--- src/rtl/irq_ctrl_if.sv ---
// Data-bus interface between a bus master and the irq_ctrl register file.
// Latency: rdata is combinational from the slave registers; writes land on the clock edge.
// Backpressure: none; the slave accepts every selected access in the cycle it is presented.
// Ports: sel/we/addr/wdata driven by the master, rdata driven by the slave.
interface irq_ctrl_if;
   logic        sel;
   logic        we;
   logic [4:0]  addr;
   logic [31:0] wdata;
   logic [31:0] rdata;

   modport master (output sel, output we, output addr, output wdata, input rdata);
   modport slave  (input sel, input we, input addr, input wdata, output rdata);
endinterface

--- src/rtl/irq_ctrl.sv ---
// Interrupt controller: latches edge/level IRQs into PEND, masks them onto CP0 HWInt.
// Latency: an IRQ sampled at edge k shows on hwint/irq_id right after edge k; reads are combinational.
// Backpressure: none; bus accesses always complete in one cycle, lost edges are counted instead.
// Ports: clk, reset (sync, active-high), irq_in[NUM_SRC], bus (slave modport), hwint[6], irq_id[3].
module irq_ctrl #(
   parameter int NUM_SRC = 6,
   parameter int CNT_W   = 16
) (
   input  logic               clk,
   input  logic               reset,
   input  logic [NUM_SRC-1:0] irq_in,
   irq_ctrl_if.slave          bus,
   output logic [5:0]         hwint,
   output logic [2:0]         irq_id
);

   // Register indices on addr[4:2].
   localparam logic [2:0] REG_PEND = 3'd0;
   localparam logic [2:0] REG_MASK = 3'd1;
   localparam logic [2:0] REG_MODE = 3'd2;
   localparam logic [2:0] REG_ACK  = 3'd3;
   localparam logic [2:0] REG_ID   = 3'd4;
   localparam logic [2:0] REG_LOST = 3'd5;

   logic [NUM_SRC-1:0] irq_q;
   logic [NUM_SRC-1:0] pend;
   logic [NUM_SRC-1:0] mask;
   logic [NUM_SRC-1:0] mode;
   logic [CNT_W-1:0]   lost_cnt;

   logic               bus_wr;
   logic [2:0]         reg_sel;
   logic               mask_wr;
   logic               mode_wr;
   logic               lost_wr;
   logic [NUM_SRC-1:0] ack_clr;
   logic [NUM_SRC-1:0] rise;
   logic [NUM_SRC-1:0] pend_nxt;
   logic [NUM_SRC-1:0] lost_vec;
   logic [5:0]         act;

   // Bits of the bus that no register consumes.
   logic unused_bus;
   assign unused_bus = ^{bus.addr[1:0], bus.wdata[31:NUM_SRC]};

   assign bus_wr  = bus.sel & bus.we;
   assign reg_sel = bus.addr[4:2];
   assign mask_wr = bus_wr && (reg_sel == REG_MASK);
   assign mode_wr = bus_wr && (reg_sel == REG_MODE);
   assign lost_wr = bus_wr && (reg_sel == REG_LOST);
   assign ack_clr = (bus_wr && (reg_sel == REG_ACK)) ? bus.wdata[NUM_SRC-1:0] : '0;

   // irq_q tracks the line in both modes, so switching a high line into
   // edge mode never fabricates a rising edge.
   assign rise = irq_in & ~irq_q;

   // Edge sources: a new rise beats a same-cycle ACK. Level sources simply
   // follow the line and ignore ACK.
   always_comb begin
      pend_nxt = '0;
      for (int i = 0; i < NUM_SRC; i++) begin
         if (mode[i])
            pend_nxt[i] = rise[i] | (pend[i] & ~ack_clr[i]);
         else
            pend_nxt[i] = irq_in[i];
      end
   end

   // An edge is lost only if it hits a bit that stays pending anyway; a rise
   // that coincides with its own ACK is the new request, not a lost one.
   assign lost_vec = mode & rise & pend & ~ack_clr;

   always_ff @(posedge clk) begin
      if (reset) begin
         irq_q    <= '0;
         pend     <= '0;
         mask     <= '0;
         mode     <= '0;
         lost_cnt <= '0;
      end else begin
         irq_q <= irq_in;
         pend  <= pend_nxt;
         if (mask_wr)
            mask <= bus.wdata[NUM_SRC-1:0];
         if (mode_wr)
            mode <= bus.wdata[NUM_SRC-1:0];
         // Clearing wins over this cycle's increment; one step per cycle no
         // matter how many sources lost an edge.
         if (lost_wr)
            lost_cnt <= '0;
         else if ((|lost_vec) && (lost_cnt != {CNT_W{1'b1}}))
            lost_cnt <= lost_cnt + 1'b1;
      end
   end

   always_comb begin
      act = '0;
      act[NUM_SRC-1:0] = pend & mask;
   end

   assign hwint = act;

   // Fixed priority, bit 0 highest: scan downwards so the lowest set bit is
   // the last one assigned.
   always_comb begin
      irq_id = 3'd7;
      for (int i = 5; i >= 0; i--) begin
         if (act[i])
            irq_id = 3'(i);
      end
   end

   always_comb begin
      bus.rdata = '0;
      case (reg_sel)
         REG_PEND: bus.rdata[NUM_SRC-1:0] = pend;
         REG_MASK: bus.rdata[NUM_SRC-1:0] = mask;
         REG_MODE: bus.rdata[NUM_SRC-1:0] = mode;
         REG_ID:   bus.rdata[2:0]         = irq_id;
         REG_LOST: bus.rdata[CNT_W-1:0]   = lost_cnt;
         default:  bus.rdata = '0;
      endcase
   end

endmodule

--- src/flat_wrapper.sv ---
// flat-port wrapper written by rule: the top's interface ports become plain ports
module irq_ctrl_flat 
#(
   parameter int NUM_SRC = 6,
   parameter int CNT_W   = 16
)
  (clk, reset, irq_in, hwint, irq_id, bus_sel, bus_we, bus_addr, bus_wdata, bus_rdata);
  irq_ctrl_if bus_i ();
  input  logic clk;
  input  logic reset;
  input  logic [NUM_SRC-1:0] irq_in;
  output logic [5:0] hwint;
  output logic [2:0] irq_id;
  input wire logic [$bits(bus_i.sel)-1:0] bus_sel;
  input wire logic [$bits(bus_i.we)-1:0] bus_we;
  input wire logic [$bits(bus_i.addr)-1:0] bus_addr;
  input wire logic [$bits(bus_i.wdata)-1:0] bus_wdata;
  output wire logic [$bits(bus_i.rdata)-1:0] bus_rdata;
  assign bus_i.sel = bus_sel;
  assign bus_i.we = bus_we;
  assign bus_i.addr = bus_addr;
  assign bus_i.wdata = bus_wdata;
  assign bus_rdata = bus_i.rdata;
  irq_ctrl #(.NUM_SRC(NUM_SRC), .CNT_W(CNT_W)) u_core (.clk(clk), .reset(reset), .irq_in(irq_in), .bus(bus_i), .hwint(hwint), .irq_id(irq_id));
endmodule
--- config.mk ---
export PLATFORM = sky130hd
export DESIGN_NAME = irq_ctrl_flat
export DESIGN_NICKNAME = d
export VERILOG_FILES = /design/src/rtl/irq_ctrl_if.sv /design/src/rtl/irq_ctrl.sv /design/src/flat_wrapper.sv
export SDC_FILE = /design/constraint.sdc
export NUM_CORES = 1
export LEC_CHECK = 0
export BUFFER_PORTS_ARGS = -buffer_cell sky130_fd_sc_hd__buf_2
export CELL_PAD_IN_SITES_DETAIL_PLACEMENT = 1
export CELL_PAD_IN_SITES_GLOBAL_PLACEMENT = 2
export CORE_MARGIN = 2
export CORE_UTILIZATION = 27
export DETAILED_ROUTE_END_ITERATION = 10
export PLACE_DENSITY_LB_ADDON = 0.2
export REMOVE_ABC_BUFFERS = 1
export SLEW_MARGIN = 20
export SYNTH_ARGS = -nofsm -noshare
export SYNTH_HDL_FRONTEND = slang
export SYNTH_SLANG_ARGS = --single-unit
--- constraint.sdc ---
create_clock -name clk -period 2.1 [get_ports clk]
set_input_delay 0.21 -clock clk [delete_from_list [all_inputs] [get_ports clk]]
set_output_delay 0.21 -clock clk [all_outputs]
set_load 0.01 [all_outputs]
==> results.json <==
{
  "synth_top_family_by_area": "simple AND/OR/NAND/NOR gates",
  "fmax_mhz": 498,
  "netlist_area_um2": 2350,
  "power.leakage_nw": 1.19,
  "start_util_pct": 27.4,
  "gp_congestion": 0.757,
  "cts_root_buf": "clkbuf_8",
  "cts_tree": "done",
  "cap_violations": 0,
  "cp_max_fo": 3,
  "grt_overflow": 0,
  "area_growth_syn_to_layout_pct": 20.4,
  "chipWidth_um": 97.3,
  "synth_area_leaders": "dfxtp_1 34%, mux2i_1 8.5%, buf_4 5.7%",
  "ys_types": 41,
  "path_clk_slew_ns": 0.08,
  "setup_violations": 0,
  "place_hpwl_um": 5260,
  "fin_util_pct": 32.9,
  "power.internal_mw": 1.06,
  "io_pins": 88,
  "core_area_um2": 8590,
  "rsz0062_at_grt": "false",
  "yosys.area.top_type": "dfxtp_1",
  "worstPathRequired_ns": 1.89,
  "grt_max_degree": 26,
  "power_frac_seq_pct": 54.0,
  "portBuffers": 43,
  "drt_first_pass_iters": 4,
  "synth-compound-area-share_pct": 19.4,
  "dieHeight_um": 97.3,
  "fin_crit_ns": 2.01,
  "status": "finished, final reports clean",
  "vias_per_cell": 4.79,
  "cts_buffers": 5,
  "cts_resized": 0,
  "placementRows": 34,
  "arrival_ns": 1.80,
  "vias": 2185,
  "cp-start-kind": "register",
  "fin_crit_sh_pct": 95.6,
  "fillers": 1073,
  "combPwrFrac_pct": 11.1,
  "worstSkewPairLatency_ns": 0.30,
  "fin_nets": 396,
  "cts_sinks": 40,
  "grt_pass1_vias": 2174,
  "synth_edf_count": 0,
  "peakVddDrop_v": 0.000232,
  "ys.flop_type": "dfxtp_1",
  "totalWireLength_um": 6890,
  "drive_above_1_share_pct": 27.9,
  "route.detailed.drc": 0,
  "avgSynthCellArea_um2": 8.25,
  "finalClockSkew_ns": 0.00849,
  "clock_power_share_pct": 34.9,
  "htree_levels": 2,
  "die-area_um2": 9480,
  "first_iter_violations": 64,
  "async_flop_share_pct": 0,
  "yosys_warnings": 0,
  "clockBufferDepth": 2,
  "p_per_area_nw_per_um2": 515,
  "synth-seq-cells": 40,
  "grtUsageTotal_pct": 14.8,
  "syn_inst": 285,
  "postCtsSetupRepairBufs": 0,
  "hold_path.class": "in2reg",
  "p_switching_mw": 0.394,
  "cpPeakStageDelay_ns": 0.35,
  "synthSimpleGateAreaFrac_pct": 26.4,
  "hold_viol_final": 0,
  "seq_area_frac_synth_pct": 34.0,
  "post-route-cell-area_um2": 2830,
  "grt_pass1_wl_um": 11300,
  "swShare_pct": 27.1,
  "drv_slew": 0,
  "synth-adder-area-share_pct": 0.532,
  "synth_xor_area_share_pct": 0.691,
  "postPlaceCellArea_um2": 2750,
  "yosysTopAreaCellShare_pct": 34.0,
  "cp-end-kind": "output pin",
  "antenna_found_initial": 0,
  "cp_cell_sequence": "nand2_1, inv_1, nor3_1, mux2i_1, o21ai_0, o31a_1, buf_2",
  "critPathKind": "reg2out",
  "antennaDiodeCount": 0,
  "cp_slowest_cell": "nor3_1",
  "ctsHoldBuffers": 0,
  "synthMuxAreaShare_pct": 8.51,
  "detail-route-antenna-nets": 0,
  "wire_per_inst_um": 15.1
}
[layout make-up]
type	count	area, µm²	share of cell area, %
Inverter	9	33.8	1.19
Multi-Input combinational cell	222	1370	48.3
Clock inverter	1	5.00	0.177
Timing Repair Buffer	70	418	14.8
Sequential cell	40	801	28.3
Tap cell	108	135	4.77
Clock buffer	6	72.6	2.56
[Yosys cell counts, drive strengths merged (2+ instances only)]
master,instances
clkbuf,8
and3,7
nor2b,7
dfxtp,40
o32ai,3
nor3,3
nand2b,3
or3,13
and2,13
nand4,4
a22o,2
mux2i,20
nand2,28
a31oi,6
nand3,10
buf,21
inv,9
nor2,27
o21ai,18
o211ai,6
a21oi,24
[logic make-up (layout without fill, tap and decap cells)]
family,Yosys count,count (layout)
other cells,1,16
simple gates,120,120
flops,40,40
buf+inv,38,86
compound gates,64,64
mux,20,20
fa+ha+maj,1,1
xor+xnor,1,1
[power groups by stage]
stage               registers, mW  logic [mW]  clock network (mW)
finish                      0.786       0.162               0.508
CTS                         0.786       0.165               0.529
detailed placement          0.804       0.164                   0
global route                0.789       0.181               0.554
floorplan                   0.800      0.0729                   0
global placement            0.804       0.163                   0
[flip-flops by register name, summed over array words and instances (netlist names)]
| register | cells |
|---|---|
| u_core.mask | 6 |
| u_core.mode | 6 |
| u_core.pend | 6 |
| u_core.irq_q | 6 |
| u_core.lost_cnt | 16 |
[cell usage in the layout (no fill, tap or decap), types with 10 or more instances in the layout]
master   synthesis  layout
nand3_1         10      10
or3_1           13      13
o21ai_0         10      10
dfxtp_1         40      40
nor2_1          27      27
and2_1          13      13
a21oi_1         18      18
buf_4           18      27
conb_1           1      16
nand2_1         28      28
mux2i_1         20      20
buf_2            0      43
[worst max-delay path: cells and delay by family (launching register included)]
family                 cells  cell delay (ns)
multiplexers               1             0.11
AO/OA/AOI/OAI              2             0.35
AND/OR/NAND/NOR            2             0.47
buffers and inverters      2             0.22
flip-flops                 1             0.34
[layer usage]
metal	share of wire [%]	track usage, %	vias up
met5	0	0	-
met4	1.2	4.70	0
met3	2.7	2.01	6
met2	48	24.8	33
met1	48	19.7	1046
li1	-	-	1100
[metrics by stage]
step | worst slack [ns] | hold WS, ns | total power [mW] | cells | TNS, ns
after floorplan | 0.131 | 0.279 | 0.873 | 271 | 0
after global placement | -0.0669 | 0.451 | 0.967 | 449 | -0.614
after detailed placement | -0.0741 | 0.461 | 0.968 | 449 | -0.630
after CTS | 0.0845 | 0.152 | 1.48 | 456 | 0
after global routing | 0.00313 | 0.169 | 1.52 | 456 | 0
final | 0.0917 | 0.153 | 1.46 | 456 | 0
[final timing paths]
kind / slack [ns] / startpoint / cells past startpoint / to
setup / recovery: 0.09 / u_core.pend[2]$_SDFF_PP0_ / 7 / bus_rdata[2]
hold / removal: 0.15 / irq_in[0] / 2 / u_core.irq_q[0]$_SDFF_PP0_
setup reg to reg: 0.23 / u_core.lost_cnt[9]$_SDFFE_PP0P_ / 7 / u_core.lost_cnt[3]$_SDFFE_PP0P_
hold reg to reg: 0.49 / u_core.lost_cnt[11]$_SDFFE_PP0P_ / 2 / u_core.lost_cnt[11]$_SDFFE_PP0P_
No activity file was read; power rests on OpenSTA's default activity.
